**src/rtl/fir_da_sched.sv**
```systemverilog
// Shares one bit-serial DA FIR engine between N_CH sample channels:
// round-robin grant, tagged issue, tagged result return and per-sample watchdog.
module fir_da_sched #(
   parameter int N_CH        = 4,
   parameter int CH_W        = 2,
   parameter int IDATA_WIDTH = 12,
   parameter int ODATA_WIDTH = 27,
   parameter int TIMEOUT     = 32
) (
   input  logic                        sys_clk,
   input  logic                        sys_rstn,
   input  logic [N_CH-1:0]             ch_en,
   input  logic [N_CH-1:0]             ch_vld,
   input  logic [N_CH*IDATA_WIDTH-1:0] ch_dat,
   output logic [N_CH-1:0]             ch_rdy,
   output logic                        eng_start,
   output logic [IDATA_WIDTH-1:0]      eng_din,
   output logic [CH_W-1:0]             eng_ctx,
   output logic                        eng_abort,
   input  logic                        eng_done,
   input  logic [ODATA_WIDTH-1:0]      eng_dout,
   output logic                        out_vld,
   input  logic                        out_rdy,
   output logic [ODATA_WIDTH-1:0]      out_dat,
   output logic [CH_W-1:0]             out_ch,
   output logic                        busy,
   input  logic                        err_clr,
   output logic                        err_timeout,
   output logic [CH_W-1:0]             err_ch
);

   localparam int TMR_W = $clog2(TIMEOUT) + 1;

   typedef enum logic [1:0] {
      ST_IDLE,
      ST_ISSUE,
      ST_WAIT,
      ST_OUT
   } state_t;

   state_t            state;
   state_t            state_nxt;
   logic [CH_W-1:0]   rr_ptr;
   logic [TMR_W-1:0]  timer;
   logic [N_CH-1:0]   elig;
   logic              grant_vld;
   logic [CH_W-1:0]   grant_idx;
   logic [CH_W:0]     scan_idx;
   logic              timeout_hit;

   assign elig        = ch_vld & ch_en;
   assign timeout_hit = (timer == TMR_W'(TIMEOUT - 1));
   assign busy        = (state != ST_IDLE);

   // Rotating-priority scan: first eligible channel at or after rr_ptr, wrapping.
   always_comb begin
      grant_vld = 1'b0;
      grant_idx = '0;
      scan_idx  = '0;
      for (int k = 0; k < N_CH; k++) begin
         scan_idx = {1'b0, rr_ptr} + (CH_W+1)'(k);
         if (scan_idx >= (CH_W+1)'(N_CH))
            scan_idx = scan_idx - (CH_W+1)'(N_CH);
         if (!grant_vld && elig[scan_idx[CH_W-1:0]]) begin
            grant_vld = 1'b1;
            grant_idx = scan_idx[CH_W-1:0];
         end
      end
   end

   always_ff @(posedge sys_clk or negedge sys_rstn) begin
      if (!sys_rstn)
         state <= ST_IDLE;
      else
         state <= state_nxt;
   end

   // ch_rdy is gated by reset so no accept strobe leaks out while reset is held.
   always_comb begin
      state_nxt = state;
      ch_rdy    = '0;
      eng_start = 1'b0;
      eng_abort = 1'b0;
      case (state)
         ST_IDLE: begin
            if (grant_vld) begin
               ch_rdy[grant_idx] = sys_rstn;
               state_nxt         = ST_ISSUE;
            end
         end
         ST_ISSUE: begin
            eng_start = 1'b1;
            state_nxt = ST_WAIT;
         end
         ST_WAIT: begin
            if (eng_done) begin
               state_nxt = ST_OUT;
            end else if (timeout_hit) begin
               eng_abort = 1'b1;
               state_nxt = ST_IDLE;
            end
         end
         ST_OUT: begin
            if (out_rdy)
               state_nxt = ST_IDLE;
         end
         default: state_nxt = ST_IDLE;
      endcase
   end

   // The timer leaves WAIT at TIMEOUT-1 at the latest, so it cannot wrap.
   always_ff @(posedge sys_clk or negedge sys_rstn) begin
      if (!sys_rstn) begin
         rr_ptr      <= '0;
         timer       <= '0;
         eng_din     <= '0;
         eng_ctx     <= '0;
         out_vld     <= 1'b0;
         out_dat     <= '0;
         out_ch      <= '0;
         err_timeout <= 1'b0;
         err_ch      <= '0;
      end else begin
         case (state)
            ST_IDLE: begin
               if (grant_vld) begin
                  eng_din <= ch_dat[grant_idx*IDATA_WIDTH +: IDATA_WIDTH];
                  eng_ctx <= grant_idx;
                  rr_ptr  <= (grant_idx == CH_W'(N_CH - 1)) ? '0 : grant_idx + 1'b1;
               end
            end
            ST_ISSUE: timer <= '0;
            ST_WAIT: begin
               timer <= timer + 1'b1;
               if (eng_done) begin
                  out_dat <= eng_dout;
                  out_ch  <= eng_ctx;
                  out_vld <= 1'b1;
               end
            end
            ST_OUT: begin
               if (out_rdy)
                  out_vld <= 1'b0;
            end
            default: ;
         endcase

         if (eng_abort) begin
            err_timeout <= 1'b1;
            err_ch      <= eng_ctx;
         end else if (err_clr) begin
            err_timeout <= 1'b0;
         end
      end
   end

endmodule

```
**config.mk**
```make
export PLATFORM = sky130hd
export DESIGN_NAME = fir_da_sched
export DESIGN_NICKNAME = d
export VERILOG_FILES = /design/src/rtl/fir_da_sched.sv
export SDC_FILE = /design/constraint.sdc
export NUM_CORES = 1
export LEC_CHECK = 0
export BUFFER_PORTS_ARGS = -buffer_cell sky130_fd_sc_hd__buf_2
export CAP_MARGIN = 5
export CELL_PAD_IN_SITES_DETAIL_PLACEMENT = 1
export CELL_PAD_IN_SITES_GLOBAL_PLACEMENT = 1
export CORE_MARGIN = 3
export CORE_UTILIZATION = 32
export CTS_BUF_LIST = sky130_fd_sc_hd__clkbuf_8
export CTS_CLUSTER_DIAMETER = 80
export CTS_CLUSTER_SIZE = 30
export DETAILED_ROUTE_END_ITERATION = 7
export PLACE_DENSITY_LB_ADDON = 0.1
export SLEW_MARGIN = 40
export SYNTH_ARGS = -nofsm -noshare
export SYNTH_HDL_FRONTEND = slang
export SYNTH_SLANG_ARGS = --single-unit
```
**constraint.sdc**
```tcl
create_clock -name sys_clk -period 3.07 [get_ports sys_clk]
set_input_delay 0.921 -clock sys_clk [delete_from_list [all_inputs] [get_ports sys_clk]]
set_output_delay 0.921 -clock sys_clk [all_outputs]
set_load 0.02 [all_outputs]
```
## Word-level counts from Yosys, hierarchy flattened

Cells that the tools add are included.
W data, S select, Z words.

| operators by class | value |
|---|---|
| bitwise logic cells | 2 |
| eq/ne operators | 9 |
| mux-type cells | 40 |
| add/sub/neg operators | 9 |
| $mul | 1 |
| shift-type cells | 1 |
| reduce and logical (&&, ||, !) cells | 16 |
| magnitude comparators | 10 |

Operators with widths:

| cell | number |
|---|---|
| $shiftx A48 B7 Y12 | 1 |
| $mux W2 | 13 |
| $mux W1 | 17 |
| $lt A2 B3 Y1 const B | 5 |
| $pmux W6 S2 | 1 |
| $ge A3 B3 Y1 const B | 3 |
| $and A4 B4 Y4 | 2 |
| $bmux W1 S2 | 4 |
| $mux W4 | 2 |
| $pmux W2 S4 | 1 |
| $reduce_bool A2 Y1 | 4 |
| $sub A2 B1 Y2 const B | 4 |
| $add A2 B2 Y3 const B | 2 |
| $add A6 B1 Y6 const B | 1 |
| $eq A2 B2 Y1 const B | 3 |
| $eq A6 B5 Y1 const B | 1 |
| $ne A2 B2 Y1 const B | 3 |
| $reduce_and A3 Y1 | 2 |
| $logic_and A1 B1 Y1 | 4 |
| $mul A2 B2 Y4 const B | 1 |
| $reduce_and A2 Y1 | 2 |
| $add A2 B1 Y3 const B | 1 |
| $ge A2 B3 Y1 const B | 1 |
| $logic_not A1 Y1 | 3 |
| 7 further kinds | 7 |

| word-level totals | value |
|---|---|
| logic and storage cells | 98 |
| bits in registers | 57 |
| output and inout bits | 54 |

## Depth between registers and ports, before layout

| logic depth | value |
|---|---|
| depth after elaboration | 21 |
| gate-level depth with buffers | 8 |
| gate-level depth less buffers | 7 |

## Least setup slack after synthesis

Ideal clock, no wire load.

| timing | value |
|---|---|
| path kind | input -> output |
| start point | in ch_vld[1] |
| end point | out ch_rdy[2] |
| data arrival time | 2332 ps |
| slack | -183 ps |
| buffers on the path | 1 |
| stages | 5 |
| required time | 2149 ps |
| cells stage by stage | and2_4 o311a_4 o21bai_4 buf_4 nor3_1 |

| between the ends | value |
|---|---|
| cells in the longest elaborated chain, start to end | 20 |
| elaborated cells on any way between the ends | 31 |

Ends and longest elaborated chain:

| what | line | RTL |
|---|---|---|
| start: declaration | 13 | `input logic [N_CH-1:0] ch_vld,` |
| $and A4 B4 Y4 * | 51 | `assign elig = ch_vld & ch_en;` |
| $bmux W1 S2 | 64 | `if (!grant_vld && elig[scan_idx[CH_W-1:0]]) begin` |
| $mux W1 (not written as such) | 64 |  |
| $mux W1 | 64 |  |
| $logic_not A1 Y1 | 64 |  |
| $logic_and A1 B1 Y1 | 64 |  |
| $mux W1 | 64 |  |
| $logic_not A1 Y1 | 64 |  |
| (+4 left out) | - |  |
| $mux W2 | 64 |  |
| $lt A2 B3 Y1 (not written as such) / $ge A2 B1 Y1 (equally long branches) | 87 | `ch_rdy[grant_idx] = sys_rstn;` |
| $logic_and A1 B1 Y1 (not written as such) | 87 |  |
| $mux W1 (not written as such) | 87 |  |
| $demux W1 S2 | 87 |  |
| $and A4 B4 Y4 (no source line) | - |  |
| $mux W4 * | 86 | `if (grant_vld) begin` |
| $mux W4 * | 84 | `case (state)` |
| end: declaration | 15 | `output logic [N_CH-1:0] ch_rdy,` |

Every way passes the cells marked *; elsewhere a longest branch is shown, timed or not. The select of a mux whose other input is x is not followed.

## Worst setup path in the final report

| timing | value |
|---|---|
| start point | in ch_en[0] |
| end point | out ch_rdy[3] |

| between the ends | value |
|---|---|
| cells in the longest elaborated chain, start to end | 20 |
| elaborated cells on any way between the ends | 31 |

Ends and longest elaborated chain:

| what | line | RTL |
|---|---|---|
| start: declaration | 12 | `input logic [N_CH-1:0] ch_en,` |
| $and A4 B4 Y4 * | 51 |  |
| $bmux W1 S2 | 64 |  |
| $mux W1 (not written as such) | 64 |  |
| $mux W1 | 64 |  |
| $logic_not A1 Y1 | 64 |  |
| $logic_and A1 B1 Y1 | 64 |  |
| $mux W1 | 64 |  |
| $logic_not A1 Y1 | 64 |  |
| (+4 left out) | - |  |
| $mux W2 | 64 |  |
| $lt A2 B3 Y1 (not written as such) / $ge A2 B1 Y1 (equally long branches) | 87 |  |
| $logic_and A1 B1 Y1 (not written as such) | 87 |  |
| $mux W1 (not written as such) | 87 |  |
| $demux W1 S2 | 87 |  |
| $and A4 B4 Y4 (no source line) | - |  |
| $mux W4 * | 86 |  |
| $mux W4 * | 84 |  |

Marked as above.

==> impl_metrics.ini <==
[outcome]
status = complete, but fails checks
violations = negative setup slack

[cells_and_area]
final_cell_mix = buf_2 (134), dfrtp_1 (57), mux2_2 (31)
postLayoutCoreUtil = 0.478
final_nets = 523
layout_commonest_cell = buf_2
areaGrowthSynthToFinish_pct = 43.3
num_antenna_cells = 0
drive_gt1_frac = 0.529
fin_area_mm2 = 0.00421

[drt]
ant_nets = 0
first_iter_violations = 52
wl_per_cell_um = 15.7
vias_per_cell = 4.88
drc = 0
drtPass1Iterations = 4
vias = 2638
routed_wl_um = 8490

[clock_tree]
cts_tree = built
cts.sinks = 57
path_clk_slew_ps = 70
htree_levels = 3
clock_latency_ps = 320
cts_inserted_buffers = 9
cts_root_buf = clkbuf_8
clk_path_buf_depth = 2

[global_routing]
antenna_found_initial = 1
grt_overflow = 0
grt_pass1_vias = 2761
gr-usage-all-layers = 0.164
grt_pass1_wl_um = 13300
grt_max_degree = 49

[timing]
rsz0062_at_grt = yes
setup_ws_ps = -56.1
period_needed_ps = 3130
fmax_mhz = 320
skew_ps = 11.1
timing.final.crit_share = 1.02
maxSlewHeadroom = 0.596
maxSlewViolCount = 0
fin_tns_setup_ps = -86.6
setup_violations = 3
hold_viol = 0
tightestPinTransition_ps = 606

[flow_run]
drv_cap = 0

[synthesis]
async_flop_share = 1.00
syn-cell-area_mm2 = 0.00294
ys_ff_latch = 57
syn_nets = 359
synth_edf_count = 0
synth_warnings = 0
postSynthAreaPerCell_um2 = 11.1
synthFlopType = dfrtp_1
yosysSeqAreaShare = 0.485
syn_inst = 265
yosys.cell_types.count = 41

[worst_setup_path]
worstPathMaxFanout = 3
rr_worst_depth = 7
worstSetupPathType = in2out
cp-start-kind = input port
worstSetupEndpointType = primary output
cp.required_ps = 2150
arrival_ps = 2210

[power_and_ir_drop]
p_per_area_mw_per_mm2 = 910
vdd_drop_max_mv = 0.272
power_mw = 3.83
leakagePower_nw = 2.09

[min_path]
hold_class = reg2reg
hold-path-cell-count = 1

[die]
initial_core_util = 0.334
die_area_mm2 = 0.0104
core-area_mm2 = 0.00881
ios = 142
fp.dieW_um = 102
row_count = 34
die_height_um = 102

[place]
globalplace.congestion = 0.824
place_area_mm2 = 0.00393
dpl.hpwl_um = 6610
io_buffer_count = 141
## through the flow
stage                     instances  hold slack [ps]  worst slack (ps)
after floorplan                 265              499             -26.3
after global placement          524              462              -114
after detailed placement        524              464              -132
after CTS                       541              471             -68.6
after global routing            541              483              -102
final                           541              474             -56.1
## what timing repair did
item | in CTS | in global routing
pin swaps | 5 | 3
resized for setup | 11 | 5
hold endpoints to repair | 0 | 0
buffers inserted | 2 | 0
hold buffers | 0 | 0
endpoints found under the setup margin | 4 | 4
## final timing paths
check	end	start	slack [ps]
hold reg to reg	err_timeout	err_timeout	470
hold / removal	err_timeout	err_timeout	470
setup reg to reg	eng_din[4]	rr_ptr[1]	820
setup / recovery	ch_rdy[3]	ch_en[0]	-60
min in group asynchronous	rr_ptr[1]	sys_rstn	480
max in group asynchronous	state[0]	sys_rstn	1700
## flip-flops by register name, summed over array words and instances, names as in the netlist
signal       count
out_ch           2
out_vld          1
eng_din         12
state            2
err_ch           2
out_dat         27
rr_ptr           2
timer            6
err_timeout      1
eng_ctx          2
## critical path, stage by stage
cell,delay [ps]
buf_6,90
and3_4,170
o311a_4,370
o21bai_4,190
inv_2,70
ha_4,110
and3_4,170
buf_6,110
## final cells by class
cell class,instances,area (um^2)
clock buffers,9,124
clock inverters,6,85.1
fillers,1015,4590
inverters,13,48.8
multi-input cells,182,1460
flip-flops and latches,57,1430
well taps,108,135
repair buffers,166,937
## power breakdown
group          internal [mW]  switching (mW)
Sequential              1.07           0.172
Clock                  0.449           0.298
Combinational          0.756            1.09
Total                   2.28            1.56
## per-layer routing
metal | routed length (um) | up-vias | track usage
li1 | - | 1284 | -
met1 | 3660 | 1249 | 0.201
met2 | 4070 | 93 | 0.280
met3 | 671 | 10 | 0.0485
met4 | 72 | 2 | 0.0515
met5 | 17 | - | 0
## synthesized netlist by cell type (all sizes together), types with 2 or more instances
cell type	instances	area, um^2
buf	6	37.5
clkbuf	7	26.3
nand2	18	67.6
a22o	2	17.5
o21ai	10	50.1
nor3	2	10.0
a21oi	3	15.0
ha	6	75.1
mux2i	13	130
nor2b	2	12.5
nand3b	2	15.0
nand3	18	90.1
nor2	31	116
dfrtp	57	1430
and2	2	15.0
mux2	31	349
and3	2	12.5
a2111oi	12	180
a211oi	12	90.1
o31ai	2	15.0
inv	13	48.8
## kinds of logic (layout without fill, tap and decap cells)
| family | after synthesis | count (layout) | synth area share |
|---|---|---|---|
| adders and majority gates | 6 | 6 | 0.0255 |
| muxes | 44 | 44 | 0.163 |
| buffers and inverters | 26 | 194 | 0.0383 |
| AOI/OAI and AO/OA | 49 | 49 | 0.156 |
| xor gates and xnor gates | 1 | 1 | 0.00298 |
| and+or+nand+nor | 82 | 82 | 0.129 |
| DFF | 57 | 57 | 0.485 |
Note: power is estimated with default switching activity, not from simulation.
